**src/rtl/wb_board_io.sv**
```systemverilog
// Wishbone-classic board I/O block: LED drive with blink modes, debounced
// push-buttons with sticky press events and a level interrupt.
module wb_board_io #(
  parameter int unsigned NUM_LED         = 2,
  parameter int unsigned NUM_BTN         = 1,
  parameter int unsigned BTN_ACTIVE_LOW  = 1,
  parameter int unsigned DEBOUNCE_CYCLES = 24000,
  parameter int unsigned BLINK_DIV       = 12000000
) (
  input  logic               wb_clk,
  input  logic               wb_rst_n,
  input  logic [3:0]         wb_adr_i,
  input  logic [31:0]        wb_dat_i,
  input  logic [3:0]         wb_sel_i,
  input  logic               wb_we_i,
  input  logic               wb_cyc_i,
  input  logic               wb_stb_i,
  output logic [31:0]        wb_dat_o,
  output logic               wb_ack_o,
  input  logic [NUM_BTN-1:0] btn_i,
  output logic [NUM_LED-1:0] led_o,
  output logic               irq_o
);

  localparam int unsigned MODE_W = 2 * NUM_LED;
  localparam int unsigned DB_W   = $clog2(DEBOUNCE_CYCLES);
  localparam int unsigned BL_W   = $clog2(BLINK_DIV);
  localparam logic        RAW_IDLE = (BTN_ACTIVE_LOW != 0);

  logic                ack_q, ack_d;
  logic [31:0]         dat_q, dat_d;
  logic [MODE_W-1:0]   mode_q, mode_d;
  logic [NUM_BTN-1:0]  ev_q, ev_d;
  logic [NUM_BTN-1:0]  en_q, en_d;
  logic [NUM_BTN-1:0]  sync1_q, sync1_d;
  logic [NUM_BTN-1:0]  sync2_q, sync2_d;
  logic [NUM_BTN-1:0]  db_q, db_d;
  logic [DB_W-1:0]     db_cnt_q [NUM_BTN];
  logic [DB_W-1:0]     db_cnt_d [NUM_BTN];
  logic [BL_W-1:0]     blink_cnt_q, blink_cnt_d;
  logic                phase_q, phase_d;
  logic [NUM_LED-1:0]  led_q, led_d;
  logic                irq_q, irq_d;

  logic                req_c, wr_c;
  logic [31:0]         wmask_c;
  logic [31:0]         rd_c;
  logic [NUM_BTN-1:0]  clr_c;
  logic [NUM_BTN-1:0]  pressed_c;
  logic [NUM_BTN-1:0]  rise_c;
  logic                unused_c;

  assign wb_ack_o = ack_q;
  assign wb_dat_o = dat_q;
  assign led_o    = led_q;
  assign irq_o    = irq_q;
  assign unused_c = ^{wb_adr_i[1:0], wb_dat_i};

  // Bus decode: single-cycle ack, read mux, byte-lane writes.
  always_comb begin
    req_c   = wb_cyc_i & wb_stb_i & ~ack_q;
    wr_c    = req_c & wb_we_i;
    wmask_c = '0;
    rd_c    = '0;
    clr_c   = '0;
    mode_d  = mode_q;
    en_d    = en_q;
    for (int b = 0; b < 4; b++) begin
      wmask_c[8*b +: 8] = {8{wb_sel_i[b]}};
    end
    case (wb_adr_i[3:2])
      2'd0:    rd_c[MODE_W-1:0]  = mode_q;
      2'd1:    rd_c[NUM_BTN-1:0] = db_q;
      2'd2:    rd_c[NUM_BTN-1:0] = ev_q;
      default: rd_c[NUM_BTN-1:0] = en_q;
    endcase
    if (wr_c) begin
      case (wb_adr_i[3:2])
        2'd0: mode_d = (mode_q & ~wmask_c[MODE_W-1:0]) |
                       (wb_dat_i[MODE_W-1:0] & wmask_c[MODE_W-1:0]);
        2'd2: clr_c  = wb_dat_i[NUM_BTN-1:0] & wmask_c[NUM_BTN-1:0];
        2'd3: en_d   = (en_q & ~wmask_c[NUM_BTN-1:0]) |
                       (wb_dat_i[NUM_BTN-1:0] & wmask_c[NUM_BTN-1:0]);
        default: ;
      endcase
    end
    ack_d = req_c;
    dat_d = (req_c & ~wb_we_i) ? rd_c : 32'h0;
  end

  // Synchronize, debounce and capture press events (a new press beats W1C).
  always_comb begin
    sync1_d   = btn_i;
    sync2_d   = sync1_q;
    pressed_c = sync2_q ^ {NUM_BTN{RAW_IDLE}};
    db_d      = db_q;
    db_cnt_d  = db_cnt_q;
    for (int i = 0; i < NUM_BTN; i++) begin
      if (pressed_c[i] == db_q[i]) begin
        db_cnt_d[i] = '0;
      end else if (db_cnt_q[i] == DB_W'(DEBOUNCE_CYCLES - 1)) begin
        db_d[i]     = ~db_q[i];
        db_cnt_d[i] = '0;
      end else begin
        db_cnt_d[i] = db_cnt_q[i] + DB_W'(1);
      end
    end
    rise_c = db_d & ~db_q;
    ev_d   = (ev_q & ~clr_c) | rise_c;
  end

  // Blink phase generator and registered LED / interrupt drive.
  always_comb begin
    blink_cnt_d = blink_cnt_q + BL_W'(1);
    phase_d     = phase_q;
    if (blink_cnt_q == BL_W'(BLINK_DIV - 1)) begin
      blink_cnt_d = '0;
      phase_d     = ~phase_q;
    end
    led_d = '0;
    for (int i = 0; i < NUM_LED; i++) begin
      case (mode_q[2*i +: 2])
        2'b00:   led_d[i] = 1'b0;
        2'b01:   led_d[i] = 1'b1;
        2'b10:   led_d[i] = phase_q;
        default: led_d[i] = ~phase_q;
      endcase
    end
    irq_d = |(ev_q & en_q);
  end

  // State registers.
  always_ff @(posedge wb_clk or negedge wb_rst_n) begin
    if (!wb_rst_n) begin
      ack_q       <= 1'b0;
      dat_q       <= '0;
      mode_q      <= '0;
      ev_q        <= '0;
      en_q        <= '0;
      sync1_q     <= {NUM_BTN{RAW_IDLE}};
      sync2_q     <= {NUM_BTN{RAW_IDLE}};
      db_q        <= '0;
      for (int i = 0; i < NUM_BTN; i++) db_cnt_q[i] <= '0;
      blink_cnt_q <= '0;
      phase_q     <= 1'b0;
      led_q       <= '0;
      irq_q       <= 1'b0;
    end else begin
      ack_q       <= ack_d;
      dat_q       <= dat_d;
      mode_q      <= mode_d;
      ev_q        <= ev_d;
      en_q        <= en_d;
      sync1_q     <= sync1_d;
      sync2_q     <= sync2_d;
      db_q        <= db_d;
      for (int i = 0; i < NUM_BTN; i++) db_cnt_q[i] <= db_cnt_d[i];
      blink_cnt_q <= blink_cnt_d;
      phase_q     <= phase_d;
      led_q       <= led_d;
      irq_q       <= irq_d;
    end
  end

endmodule
```
**config.mk**
```make
export PLATFORM = sky130hd
export DESIGN_NAME = wb_board_io
export DESIGN_NICKNAME = d
export VERILOG_FILES = /design/src/rtl/wb_board_io.sv
export SDC_FILE = /design/constraint.sdc
export NUM_CORES = 1
export LEC_CHECK = 0
export CAP_MARGIN = 15
export CORE_MARGIN = 5
export CORE_UTILIZATION = 47
export DETAILED_ROUTE_END_ITERATION = 6
export PLACE_DENSITY_LB_ADDON = 0.1
export SETUP_SLACK_MARGIN = 0.2
export SLEW_MARGIN = 20
export SYNTH_ARGS = -nofsm -noshare
export SYNTH_HDL_FRONTEND = slang
export SYNTH_SLANG_ARGS = --single-unit
export TNS_END_PERCENT = 100
```
**constraint.sdc**
```tcl
create_clock -name wb_clk -period 2 [get_ports wb_clk]
set_input_delay 0.3 -clock wb_clk [delete_from_list [all_inputs] [get_ports wb_clk]]
set_output_delay 0.3 -clock wb_clk [all_outputs]
set_load 0.005 [all_outputs]
```
======== Yosys cells after proc, flatten, opt, wreduce, memory -nomap -nowiden ========
Cells that the tools add are included.
word-level totals
  bits in registers ....................... 57
  input bits .............................. 46
  output and inout port bits .............. 36
  word-level logic and storage cells ...... 64
operators by class
  $add $sub $neg .......................... 2
  equality and inequality tests ........... 10
  muxes and demuxes ....................... 12
  bitwise gates (word level) .............. 22
  reduce and logical (&&, ||, !) cells .... 5
operator list
  operator                                                                count
  15-bit 2-to-1 mux                                                       2
  24-bit by 1-bit adder with 24-bit output (second input constant)        1
  24-bit equality test (second input constant)                            1
  24-bit 2-to-1 mux                                                       1
  15-bit by 1-bit adder with 15-bit output (second input constant)        1
  15-bit equality test (second input constant)                            1
  1-bit bitwise AND                                                       9
  1-bit one-hot mux with 3 select lines                                   3
  4-bit bitwise AND                                                       2
  2-bit equality test (second input constant)                             4
  1-bit NOT                                                               7
  2-bit by 1-bit equality test with 1-bit output (second input constant)  3
  2-bit logical NOT                                                       3
  1-bit 2-to-1 mux                                                        4
  4-bit 2-to-1 mux                                                        1
  4-bit NOT                                                               1
  4-bit OR                                                                1
  2-bit AND reduction                                                     2
  3-bit 2-to-1 mux                                                        1
  1-bit OR                                                                2
  1-bit equality test                                                     1

======== Depth between registers and ports, before layout ========
  depth in word-level cells ............... 7
  depth in mapped cells ................... 6
  mapped depth without buffers ............ 5

======== Worst setup path after synthesis ========
OpenSTA, ideal clock, no wires.
  path type ............................... register -> register
  start ................................... reg blink_cnt_q[20]
  end ..................................... reg blink_cnt_q[17]
  setup time .............................. 126 ps
  arrival time ............................ 1538 ps
  data required time ...................... 1874 ps
  path slack .............................. 337 ps
  cell stages (with the launch flop) ...... 6
  path buffers ............................ 1
  clock period less this slack ............ 1663 ps
  path through ............................ dfrtp_1 -> nand4_1 -> or4_1 -> nor3_4 -> buf_4 -> a21oi_1
between the ends
  longest elaborated chain between the ends .. 2
RTL lines
  item                    line  source
  start, declared         40    logic [BL_W-1:0] blink_cnt_q, blink_cnt_d;
  start signal, assigned  158   blink_cnt_q <= blink_cnt_d;
  24-bit equality test    116   if (blink_cnt_q == BL_W'(BLINK_DIV - 1)) begin
  24-bit 2-to-1 mux       116
  net blink_cnt_d[17]     40
The timed path passes the listed nets, and every way through them passes these cells.
A chain may end at the register's enable or synchronous reset.

======== Worst setup path after layout ========
  start ................................... reg blink_cnt_q[10]
  end ..................................... reg blink_cnt_q[21]
between the ends
  longest elaborated chain between the ends .. 2
  elaborated cells between the ends (all ways) .. 3
  those cells by class .................... 1 x add/sub; 1 x eq/ne; 1 x mux
RTL lines
  item                                                                                     line
  24-bit by 1-bit adder with 24-bit output / 24-bit equality test (equally long branches)  114, 116
  24-bit 2-to-1 mux *                                                                      116
  net blink_cnt_d[21]                                                                      40
Mark *: on every way through the listed nets, which the timed path passes. The rest lies on a longest branch.

==> results.md <==
* Status: finished clean
* Post-synth cell types at 43
* Area growth from synthesis to layout at 18.6%
* Int Power at 2.05 mW
* Min-Delay Path Depth at 0
* First-pass GRT wire length at 8710 um
* Avg Cell Area, Syn at 10.5 sq um
* Post-synth EDFFs at 0
* Synthesized area at 2820 sq um
* Crit-path cells: buf_4, or4_1, nor3_4, buf_6, a21oi_1
* # rows at 28
* Yosys reg bits at 57
* Clock network fraction of total power at 47.0%
* GP Congestion at 0.824
* PortBufs at 20
* Period utilisation layout at 87.2%
* DRC at 0
* WL/cell at 13.5 um
* Nets at 353
* Detailed Route Iter0 Violations at 83
* Max frequency at 574 MHz
* Switching share of power at 20.8%
* Total die area at 7640 sq um
* Maximum vdd drop at 534 uV
* Critical Path AT at 1.95 ns
* Largest net degree at the start of global routing at 58
* Antenna-violating nets left at 0
* # fillers at 534
* Skew-Pair Late Insertion Delay at 0.33 ns
* CTS sink count at 57
* Root buf cell: clkbuf_8
* Static Leak at 1.48 nW
* Starting Density at 47.9%
* Chip width at 87.4 um
* Maxcap violations at 0
* CTS tree: yes
* Crit Path Max Fanout at 11
* Final Skew at 0.0116 ns
* Crit path launch type: flop
* Via count at 1,961
* Fraction of layout instances using a drive strength above 1 at 16.5%
* Synthesis Warnings at 0
* Reg area at 1440 sq um
* Longest Clk Path Bufs at 2
* Crit path kind: reg -> reg
* Non-Filler Instances at 385
* H-tree levels at 3
* Logic pwr share at 5.8%
* Commonest non-fill, non-tap cell in the layout: dfrtp_1
* Slew headroom at 66.9%
* Critical path's slowest cell: or4_1
* Sequential share of the synthesized area at 50.7%
* Initial antenna violation count at 0
* Worst r2r path cells at 5
* Multi-input logic area at 1260 sq um
* Dpl cells at 362
* RSZ-0062 raised after global routing: no
* Synth Instances at 267
* Vias in the first global route at 1,845
* # diodes at 0
* Detailed Place HPWL at 3560 um
* Core Region at 5890 sq um
* P per Cell Area at 775 nW/um^2
* Endpoints failing setup at 0
* Async S/R FF share, synth at 100%
* Clock transition at path regs at 0.07 ns
* CP Data Required Time at 2.21 ns
* Psw at 0.539 mW
* Final hold vios at 0
* CP Capture Type: flop
* Sequential power share at 47.2%
* Slew @ Worst Pin at 0.492 ns
* Total track usage at 15.1%
* I/O pin cnt at 82
* CP max stage delay at 0.60 ns
* Most used flip-flop cell after synthesis: dfrtp_1
* Most frequent cells in the layout: 50 x dfrtp_1, 28 x conb_1, 23 x nor2_1
* Worst Hold Class: reg -> reg
* Setup TNS at 0 ns
* Max-slew violation count at 0
* Final WL at 5190 um
* Router iterations before antenna repair at 4
* Congestion Overflow GR at 0
* CTS Buf Count at 9
* Period minus WS final at 1.74 ns
* Vias/cell at 5.09
* Die height at 87.4 um
registers in the layout, summed over array words and instances (netlist names), named ones only:
| name | cells |
|---|---|
| sync2_q | 1 |
| irq_o | 1 |
| blink_cnt_q | 24 |
| db_cnt_q | 15 |
| phase_q | 1 |
| led_o | 2 |
| ev_q | 1 |
| wb_ack_o | 1 |
| db_q | 1 |
| sync1_q | 1 |
| wb_dat_o | 4 |
routing by layer:
metal | vias up | global-route usage, % | routed length, um
li1 | 965 | - | -
met1 | 939 | 19.2 | 2400
met2 | 49 | 22.3 | 2410
met3 | 8 | 7.19 | 317
met4 | 0 | 5.44 | 61
met5 | - | 0 | 0
synthesized netlist by cell type (2+ instances only):
cell type | instances | share of area, %
nor3_1 | 4 | 0.71
nand2_1 | 14 | 1.9
nor2_1 | 23 | 3.1
nand3_1 | 20 | 3.6
nand4bb_1 | 2 | 0.80
dfrtp_1 | 55 | 49
o21ai_0 | 10 | 1.8
dfstp_2 | 2 | 1.9
a21oi_2 | 2 | 0.62
nor4_1 | 6 | 1.3
o31ai_1 | 2 | 0.53
xnor2_1 | 17 | 5.3
nand4b_1 | 2 | 0.62
and3_1 | 7 | 1.6
and2_1 | 5 | 1.1
nand3b_1 | 2 | 0.53
buf_4 | 29 | 7.7
a21oi_1 | 6 | 1.1
xor2_1 | 12 | 3.7
nand4_1 | 10 | 2.2
or4_1 | 4 | 1.1
mux2_2 | 5 | 2.0
or3_1 | 4 | 0.89
inv_1 | 4 | 0.53
ha_1 | 2 | 0.89
final cells by class:
| class | count | area share (%) |
|---|---|---|
| clock inverter | 4 | 2.25 |
| multi-input combinational | 201 | 37.8 |
| sequential | 57 | 43.0 |
| tap | 75 | 2.81 |
| inverter | 4 | 0.450 |
| clock buffer | 12 | 4.65 |
| timing repair buffer | 32 | 9.10 |
power groups by stage:
stage               clock, mW  sequential [mW]  combinational (mW)
detailed placement          0             1.24               0.152
floorplan                   0             1.24               0.102
global placement            0             1.24               0.150
CTS                      1.25             1.22               0.154
finish                   1.22             1.22               0.151
global route             1.32             1.23               0.171
cell families (layout without fill, tap and decap cells):
kind of cell	after synthesis	in the layout	synth area share (%)
AO/OA/AOI/OAI	23	23	4.89
flip-flops	57	57	50.7
buffers and inverters	36	52	8.75
adder cells (fa/ha/maj)	2	2	0.888
other	1	28	0.133
AND/OR/NAND/NOR	113	113	22.8
multiplexers	6	6	2.80
XOR/XNOR	29	29	9.02
worst max-delay path, delay by kind of cell, from the launching register on:
kind                   cells  cell delay, ns
and+or+nand+nor            2            0.81
DFF                        1            0.41
buffers and inverters      2            0.35
AOI/OAI and AO/OA          1            0.06
per-stage QoR:
step | util (%) | cell area, sq um | setup WS, ns | hold WS, ns | total power [mW]
floorplan | - | 2920 | 0.337 | 0.00441 | 1.34
global placement | 51.4 | 3030 | 0.179 | 0.325 | 1.39
detailed placement | 51.4 | 3030 | 0.154 | 0.333 | 1.39
CTS | 55.7 | 3280 | 0.201 | 0.365 | 2.63
global route | 56.7 | 3340 | 0.202 | 0.359 | 2.72
finish | 56.7 | 3340 | 0.256 | 0.366 | 2.59
final timing paths:
kind / start / end / slack (ns)
max: blink_cnt_q[10]$_DFF_PN0_ / blink_cnt_q[21]$_DFF_PN0_ / 0.26
min: sync1_q$_DFF_PN1_ / sync2_q$_DFF_PN1_ / 0.37
max reg2reg: blink_cnt_q[10]$_DFF_PN0_ / blink_cnt_q[21]$_DFF_PN0_ / 0.26
min reg2reg: sync1_q$_DFF_PN1_ / sync2_q$_DFF_PN1_ / 0.37
max in group asynchronous: wb_rst_n / sync2_q$_DFF_PN1_ / 1.22
min in group asynchronous: wb_rst_n / led_o[1]$_DFF_PN0_ / 0.50
repair_timing:
item / 4_1_cts / 5_1_grt
pin swaps: 0 / 2
setup buffers: 0 / 6
hold buffers: 1 / 0
endpoints found under the hold margin: 55 / 0
setup endpoints to repair: 11 / 12
gates resized for setup: 3 / 8
(Power assumes the default switching activity.)
